===== src/rtl/cla_seq_pkg.sv =====
// Shared definitions for the slice-serial carry-lookahead adder.
package cla_seq_pkg;

  localparam int SLICE_W = 4;

  typedef enum logic [1:0] {
    IDLE = 2'd0,
    RUN  = 2'd1,
    DONE = 2'd2
  } state_t;

endpackage


===== src/rtl/CLA4.sv =====
// Single N-bit carry-lookahead slice with group propagate/generate outputs.
module CLA4 #(
  parameter int N = 4
) (
  input  logic [N-1:0] A,
  input  logic [N-1:0] B,
  input  logic         Cin,
  output logic [N-1:0] Sum,
  output logic         Cout,
  output logic         Pout,
  output logic         Gout
);

  // NOTE: combinational blocks use blocking '=' so each carry sees the one just computed;
  // the recurrence flattens into two-level lookahead terms at synthesis.
  always_comb begin
    logic [N-1:0] g;
    logic [N-1:0] p;
    logic [N:0]   c;
    logic         gg;
    g    = A & B;
    p    = A ^ B;
    c    = '0;
    c[0] = Cin;
    gg   = 1'b0;
    for (int i = 0; i < N; i++) begin
      c[i+1] = g[i] | (p[i] & c[i]);
      gg     = g[i] | (p[i] & gg);
    end
    Sum  = p ^ c[N-1:0];
    Cout = c[N];
    Pout = &p;
    Gout = gg;
  end

endmodule


===== src/rtl/cla_seq_adder.sv =====
// Slice-serial adder: one 4-bit CLA slice per RUN cycle, handshaked in and out.
module cla_seq_adder
  import cla_seq_pkg::*;
#(
  parameter int WIDTH = 32
) (
  input  logic             clk,
  input  logic             rst,
  input  logic             in_valid,
  output logic             in_ready,
  input  logic [WIDTH-1:0] operA,
  input  logic [WIDTH-1:0] operB,
  input  logic             Cin,
  output logic             out_valid,
  input  logic             out_ready,
  output logic [WIDTH-1:0] resultOUT,
  output logic             Cout,
  output logic             Overflow
);

  localparam int SLICES = WIDTH / SLICE_W;
  localparam int CNT_W  = $clog2(SLICES);
  localparam int SEL_W  = $clog2(SLICE_W);
  localparam int BASE_W = CNT_W + SEL_W;
  localparam logic [CNT_W-1:0] LAST_SLICE = CNT_W'(SLICES - 1);

  state_t             r_state;
  state_t             w_next_state;
  logic [WIDTH-1:0]   r_a;
  logic [WIDTH-1:0]   r_b;
  logic [WIDTH-1:0]   r_result;
  logic               r_carry;
  logic [CNT_W-1:0]   r_cnt;

  logic [BASE_W-1:0]  w_base;
  logic [SLICE_W-1:0] w_a_slice;
  logic [SLICE_W-1:0] w_b_slice;
  logic [SLICE_W-1:0] w_sum;
  logic               w_cout;
  logic               w_pout_unused;
  logic               w_gout_unused;

  // Bit offset of the slice being worked on this cycle.
  assign w_base    = {r_cnt, {SEL_W{1'b0}}};
  assign w_a_slice = r_a[w_base +: SLICE_W];
  assign w_b_slice = r_b[w_base +: SLICE_W];

  CLA4 #(
    .N (SLICE_W)
  ) u_cla4 (
    .A    (w_a_slice),
    .B    (w_b_slice),
    .Cin  (r_carry),
    .Sum  (w_sum),
    .Cout (w_cout),
    .Pout (w_pout_unused),
    .Gout (w_gout_unused)
  );

  // NOTE: default first so every path assigns w_next_state and no latch is inferred.
  always_comb begin
    w_next_state = r_state;
    case (r_state)
      IDLE:    if (in_valid && in_ready) w_next_state = RUN;
      RUN:     if (r_cnt == LAST_SLICE)  w_next_state = DONE;
      DONE:    if (out_ready)            w_next_state = IDLE;
      default: w_next_state = IDLE;
    endcase
  end

  always_comb begin
    in_ready  = (r_state == IDLE);
    out_valid = (r_state == DONE);
    resultOUT = r_result;
    Cout      = r_carry;
    Overflow  = (r_a[WIDTH-1] == r_b[WIDTH-1]) && (r_result[WIDTH-1] != r_a[WIDTH-1]);
  end

  // NOTE: sequential state uses non-blocking '<=' so all registers update together at the edge.
  always_ff @(posedge clk or posedge rst) begin
    if (rst) begin
      r_state  <= IDLE;
      r_a      <= '0;
      r_b      <= '0;
      r_result <= '0;
      r_carry  <= 1'b0;
      r_cnt    <= '0;
    end else begin
      r_state <= w_next_state;
      case (r_state)
        IDLE: begin
          if (in_valid && in_ready) begin
            r_a     <= operA;
            r_b     <= operB;
            r_carry <= Cin;
            r_cnt   <= '0;
          end
        end
        RUN: begin
          r_result[w_base +: SLICE_W] <= w_sum;
          r_carry                     <= w_cout;
          // Counter parks on the last slice; the next acceptance clears it.
          if (r_cnt != LAST_SLICE) r_cnt <= r_cnt + 1'b1;
        end
        default: ;
      endcase
    end
  end

endmodule


===== config.mk =====
export PLATFORM = sky130hd
export DESIGN_NAME = cla_seq_adder
export DESIGN_NICKNAME = d
export VERILOG_FILES = /design/src/rtl/cla_seq_pkg.sv /design/src/rtl/CLA4.sv /design/src/rtl/cla_seq_adder.sv
export SDC_FILE = /design/constraint.sdc
export NUM_CORES = 1
export LEC_CHECK = 0
export ABC_AREA = 0
export CAP_MARGIN = 30
export CORE_ASPECT_RATIO = 1.4
export CORE_MARGIN = 2
export CORE_UTILIZATION = 55
export CTS_CLUSTER_SIZE = 40
export DETAILED_ROUTE_END_ITERATION = 7
export GPL_ROUTABILITY_DRIVEN = 1
export PLACE_DENSITY_LB_ADDON = 0.15
export SLEW_MARGIN = 5
export SYNTH_ARGS = -nofsm -noshare
export SYNTH_HDL_FRONTEND = slang
export SYNTH_HIERARCHICAL = 1
export SYNTH_SLANG_ARGS = --single-unit

===== constraint.sdc =====
create_clock -name clk -period 4.8 [get_ports clk]
set_input_delay 0.48 -clock clk [delete_from_list [all_inputs] [get_ports clk]]
set_output_delay 0.48 -clock clk [all_outputs]
set_load 0.03 [all_outputs]

==> results.sh, run 1 <==
export IMPL_period_share_pct=79.0
export IMPL_leakagePower_uw=0.00268
export IMPL_num_rows=40
export IMPL_stdcell_count=543
export IMPL_worstPathMaxFanout=16
export IMPL_wl_per_cell_um=17.7
export IMPL_r2r_start="r_cnt[0]"
export IMPL_slew_viol_final=0
export IMPL_hold_path_depth=1
export IMPL_syn2layout_area_growth_pct=28.9
export IMPL_grt_max_degree=70
export IMPL_antenna_found_initial=0
export IMPL_dpl_hpwl_mm=7.11
export IMPL_drive_above_1_share_pct=27.9
export IMPL_max_freq_mhz=264
export IMPL_cts_max_path_buffers=2
export IMPL_fin_worst_skew_ps=6.86
export IMPL_hp_class="flop to flop"
export IMPL_fin_hold_ws_ps=496
export IMPL_clk_pin_slew_ps=70
export IMPL_dieWidth_um=82.7
export IMPL_gp_congestion=0.802
export IMPL_initial_core_util_pct=56.0
export IMPL_dp_cells=527
export IMPL_cts_num_sinks=102
export IMPL_dieArea_um2=9430
export IMPL_ant_nets=0
export IMPL_required_ps=5090
export IMPL_rrSetupSlack_ps=1010
export IMPL_port_buffer_count=104
export IMPL_r2r_end="resultOUT[31]"
export IMPL_via_per_inst=5.50
export IMPL_fin_crit_ps=3790
export IMPL_vias=2986
export IMPL_critical_path_class="flop to flop"
export IMPL_netlist_area_um2=4760
export IMPL_grt_usage_pct=22.7
export IMPL_num_io_pins=105
export IMPL_core_area_um2=8510
export IMPL_cp_num_buf_inv=4
export IMPL_syn_inst=329
export IMPL_hp_start="resultOUT[28]"
export IMPL_max_slew_margin_rel_pct=41.5
export IMPL_fin_util_pct=72.2
export IMPL_grt_ovfl_total=0
export IMPL_syn_avg_cell_area_um2=14.5
export IMPL_powerDensity_nw_per_um2=783
export IMPL_crit_family="adder cells"
export IMPL_peakVddDrop_v=0.000447
export IMPL_rr_worst_depth=13
export IMPL_placed_cell_area_um2=5860
export IMPL_syn_nets=407
export IMPL_drc=0
export IMPL_nets=511
export IMPL_worstSkewPairLatency_ps=350
export IMPL_cts_tree="built"
export IMPL_setup_tns_ps=0
export IMPL_final_design_area_no_fill_um2=6140
export IMPL_yosys_warnings=6
export IMPL_n_fill_cell=656
export IMPL_max_stage_delay_ps=920
export IMPL_status="finished, final reports clean"
export IMPL_maxCapViolCount=0
export IMPL_rsz0062_at_grt="false"
export IMPL_grt_pass1_wl_mm=15.6
export IMPL_drt_pass1_iter_count=4
export IMPL_hold_violations=0
export IMPL_post_cts_buffers=0
export IMPL_holdPathEnd="resultOUT[28]"
export IMPL_die_y_um=114
export IMPL_grt_pass1_vias=3172
export IMPL_critPathCaptureType="flop"
export IMPL_tightest_slew_ps=878
export IMPL_htreeDepth=3
export IMPL_slowest_stage="dfrtp_1"
export IMPL_crit_chain="mux4_2 -> nand2_1 -> nand2_1 -> inv_1 -> fa_1 -> inv_1 -> fa_1 -> fa_1 -> inv_1 -> fa_1 -> inv_1 -> nor2b_1 -> mux2_1"
export IMPL_routed_wl_mm=9.60
export IMPL_drt_initial_drc_count=122
export IMPL_numCtsBuffers=9
export IMPL_cp_start_kind="flop"
export IMPL_cts_root_buf="clkbuf_16"
export IMPL_worstPathArrival_ps=4080
export IMPL_ctsResizeCount=0
export IMPL_setup_viol=0
export IMPL_postCtsHoldBufs=0
export IMPL_diodes=0
registers in the layout, summed over array words and instances, names as in the netlist:
signal     cells
r_a           32
resultOUT     32
r_cnt          3
r_state        2
r_b           32
Cout           1
cell usage in the layout, fill, tap and decap left out, drive strengths merged, types with 2 or more instances in the layout:
cell	instances
o21ai	3
ha	5
mux4	16
nor2	6
buf	5
dfrtp	102
nand2	33
mux2	94
clkinv	5
nand3	2
inv	18
a22o	5
nor2b	8
fa	4
nand4	2
clkbuf	11
nor4b	2
mux2i	4
clkdlybuf4s50	104
metal layers:
layer / GRT usage, % / vias up / part of all wire (%)
li1: - / 1369 / -
met3: 3.86 / 15 / 3.6
met5: 0 / - / 0
met2: 39.8 / 82 / 55
met1: 27.1 / 1520 / 40
met4: 9.51 / 0 / 2.0
per-stage QoR:
step                      power, uW  setup WS, ps
after floorplan                3350          1540
after global placement         4050          1090
after detailed placement       4130           958
after CTS                      4850           936
after global routing           5130           751
final                          4810          1010
how the worst max path moves through the flow:
stage | endpoint | slack, ps | cells past startpoint | from
floorplan | resultOUT[31] | 1540 | 15 | r_cnt[0]
global placement | resultOUT[31] | 1090 | 13 | r_cnt[0]
detailed placement | resultOUT[31] | 960 | 13 | r_cnt[0]
CTS | resultOUT[31] | 940 | 13 | r_cnt[0]
global route | resultOUT[31] | 750 | 13 | r_cnt[0]
finish | resultOUT[31] | 1010 | 13 | r_cnt[0]
worst register-to-register path, stage by stage (launching register included):
cell,delay [ps]
dfrtp_1,920
mux4_2,620
nand2_1,80
nand2_1,60
inv_1,70
fa_1,170
inv_1,50
fa_1,380
fa_1,380
inv_1,80
fa_1,410
inv_1,210
nor2b_1,160
mux2_1,130
power breakdown:
| group | internal, uW | leakage [uW] | switching [uW] | total [uW] |
|---|---|---|---|---|
| sequential | 1290 | 0.00123 | 316 | 1600 |
| combinational | 1260 | 0.00130 | 1240 | 2500 |
| clock | 401 | 0.000143 | 308 | 709 |
final cells by class:
class | count | area [um^2] | area share (%)
clock inverters | 5 | 50.0 | 0.815
flip-flops and latches | 102 | 2550 | 41.6
well taps | 105 | 131 | 2.14
repair buffers | 109 | 1080 | 17.6
clock buffers | 11 | 233 | 3.79
inverters | 19 | 76.3 | 1.24
multi-input cells | 192 | 2020 | 32.9
(Power assumes the default switching activity.)
==> inputs of run 2 (changes only) <==
Settings changed: CORE_UTILIZATION 55 to 51.
Clock period 4.8 ns to 3.5 ns, I/O delays scaled along.
==> run 2 against run 1 <==
Net effect:
- sequential share of layout area down 0.62 points
- sequential cell count unchanged
- clock skew up 3.8 ps
- final cell count up 1.5%
- clock power up 38%
- hold slack worse by 140 ps
- register-to-register slack worse by 820 ps
- core utilization down 3.1 points
- setup slack worse by 820 ps
- critical endpoint unchanged
- largest power group unchanged
- highest routed layer unchanged
==> results.sh, run 2 (synthesis gave the netlist of run 1 again) <==
export IMPL_status="finished, final reports clean"
export IMPL_grt_max_degree=58
export IMPL_peakVddDrop_v=0.000788
export IMPL_stdcell_count=551
export IMPL_grt_pass1_wl_mm=16.2
export IMPL_gp_congestion=0.772
export IMPL_slowest_stage="mux4_2"
export IMPL_required_ps=3790
export IMPL_cts_root_buf="clkbuf_16"
export IMPL_cp_num_buf_inv=5
export IMPL_dieArea_um2=10100
export IMPL_swShare_pct=38.6
export IMPL_worstPathMaxFanout=18
export IMPL_dp_cells=536
export IMPL_die_y_um=118
export IMPL_max_stage_delay_ps=520
export IMPL_drc=0
export IMPL_ctsResizeCount=0
export IMPL_dpl_hpwl_mm=7.47
export IMPL_num_rows=41
export IMPL_internal_power_uw=4090
export IMPL_fin_hold_ws_ps=352
export IMPL_seqPwrFrac_pct=31.9
export IMPL_ant_nets=0
export IMPL_clk_pin_slew_ps=70
export IMPL_n_fill_cell=656
export IMPL_post_cts_buffers=0
export IMPL_antenna_found_initial=0
export IMPL_dieWidth_um=85.7
export IMPL_max_slew_margin_rel_pct=62.6
export IMPL_worstSkewPairLatency_ps=350
export IMPL_rsz0062_at_grt="false"
export IMPL_diodes=0
export IMPL_fin_ws_ps=194
export IMPL_p_clk_share_pct=14.7
export IMPL_final_common_cell="clkdlybuf4s50_1"
export IMPL_leakagePower_uw=0.00272
export IMPL_period_share_pct=94.5
export IMPL_cp_start_kind="flop"
export IMPL_max_freq_mhz=302
export IMPL_combPwrFrac_pct=53.4
export IMPL_p_switching_uw=2570
export IMPL_htreeDepth=3
export IMPL_vias=2989
export IMPL_cts_max_path_buffers=2
export IMPL_setup_tns_ps=0
export IMPL_maxCapViolCount=0
export IMPL_cts_num_sinks=102
export IMPL_via_per_inst=5.42
export IMPL_powerDensity_nw_per_um2=1070
export IMPL_setup_viol=0
export IMPL_hold_violations=0
export IMPL_postCtsHoldBufs=0
export IMPL_nets=518
export IMPL_critPathCaptureType="flop"
export IMPL_syn2layout_area_growth_pct=30.9
export IMPL_core_area_um2=9030
export IMPL_crit_family="adder cells"
export IMPL_crit_chain="buf_12 -> mux4_2 -> nand2_1 -> nand2_1 -> inv_1 -> fa_1 -> inv_1 -> fa_1 -> fa_1 -> inv_1 -> fa_1 -> inv_1 -> nor2b_1 -> mux2_1"
export IMPL_grt_ovfl_total=0
export IMPL_critical_path_class="flop to flop"
export IMPL_drive_above_1_share_pct=29.1
export IMPL_num_io_pins=105
export IMPL_drt_initial_drc_count=126
export IMPL_grt_pass1_vias=3271
export IMPL_fin_crit_ps=3310
export IMPL_drt_pass1_iter_count=4
export IMPL_port_buffer_count=104
export IMPL_initial_core_util_pct=52.8
export IMPL_slew_viol_final=0
export IMPL_cts_tree="built"
export IMPL_numCtsBuffers=9
export IMPL_grt_usage_pct=20.9
export IMPL_hp_class="input pin to async pin"
export IMPL_wl_per_cell_um=17.7
export IMPL_worstPathArrival_ps=3590
export IMPL_tightest_slew_ps=561
export IMPL_final_cell_mix="104 x clkdlybuf4s50_1, 102 x dfrtp_1, 76 x mux2_2"
export IMPL_routed_wl_mm=9.77
export IMPL_pre_cts_ws_ps=204
export IMPL_fin_worst_skew_ps=10.6
-- run 2: cell types whose count changed in the layout (fill, tap and decap cells not counted), sizes merged --
cell and delta:
buf +7, clkinv -3, inv +1, clkinvlp +2
clkbuf -1
-- run 2: area by class of cell --
| cell class | count | area [um^2] | share of cell area [%] |
|---|---|---|---|
| tap | 107 | 134 | 2.15 |
| inverter | 19 | 76.3 | 1.22 |
| multi-input combinational | 192 | 2020 | 32.4 |
| clock inverter | 5 | 58.8 | 0.943 |
| sequential | 102 | 2550 | 40.9 |
| clock buffer | 10 | 229 | 3.67 |
| timing repair buffer | 116 | 1160 | 18.7 |
-- run 2: per-layer routing --
layer / track usage (%) / up-vias / share of wire [%]
met5: 0 / - / 0
met4: 10.3 / 0 / 2.9
met3: 2.65 / 20 / 4.0
met2: 36.8 / 91 / 55
met1: 24.9 / 1497 / 38
li1: - / 1381 / -
-- run 2: worst paths after layout --
check                         startpoint       endpoint  slack [ps]  depth (start not counted)
setup reg to reg                r_cnt[0]  resultOUT[31]         190                         14
hold / removal                       rst   resultOUT[9]         350                          2
setup / recovery                r_cnt[0]  resultOUT[31]         190                         14
min in group clk           resultOUT[20]  resultOUT[20]         490                          1
hold reg to reg            resultOUT[20]  resultOUT[20]         490                          1
max in group asynchronous            rst        r_b[25]        2320                          4
-- run 2: stage by stage --
stage / cell area [um^2] / total power, uW / util (%)
floorplan: 4760 / 4590 / -
global placement: 5920 / 5600 / 65.6
detailed placement: 5950 / 5730 / 65.9
CTS: 6230 / 6720 / 69.1
global route: 6230 / 7070 / 69.1
finish: 6230 / 6660 / 69.1
-- run 2: power by group through the flow --
stage          logic, uW  registers [uW]  clock network (uW)
4_1_cts             3590            2140                 994
5_1_grt             3830            2200                1040
2_1_floorplan       2230            2360                   0
6_report            3560            2130                 978
3_5_place_dp        3580            2160                   0
3_3_place_gp        3470            2130                   0
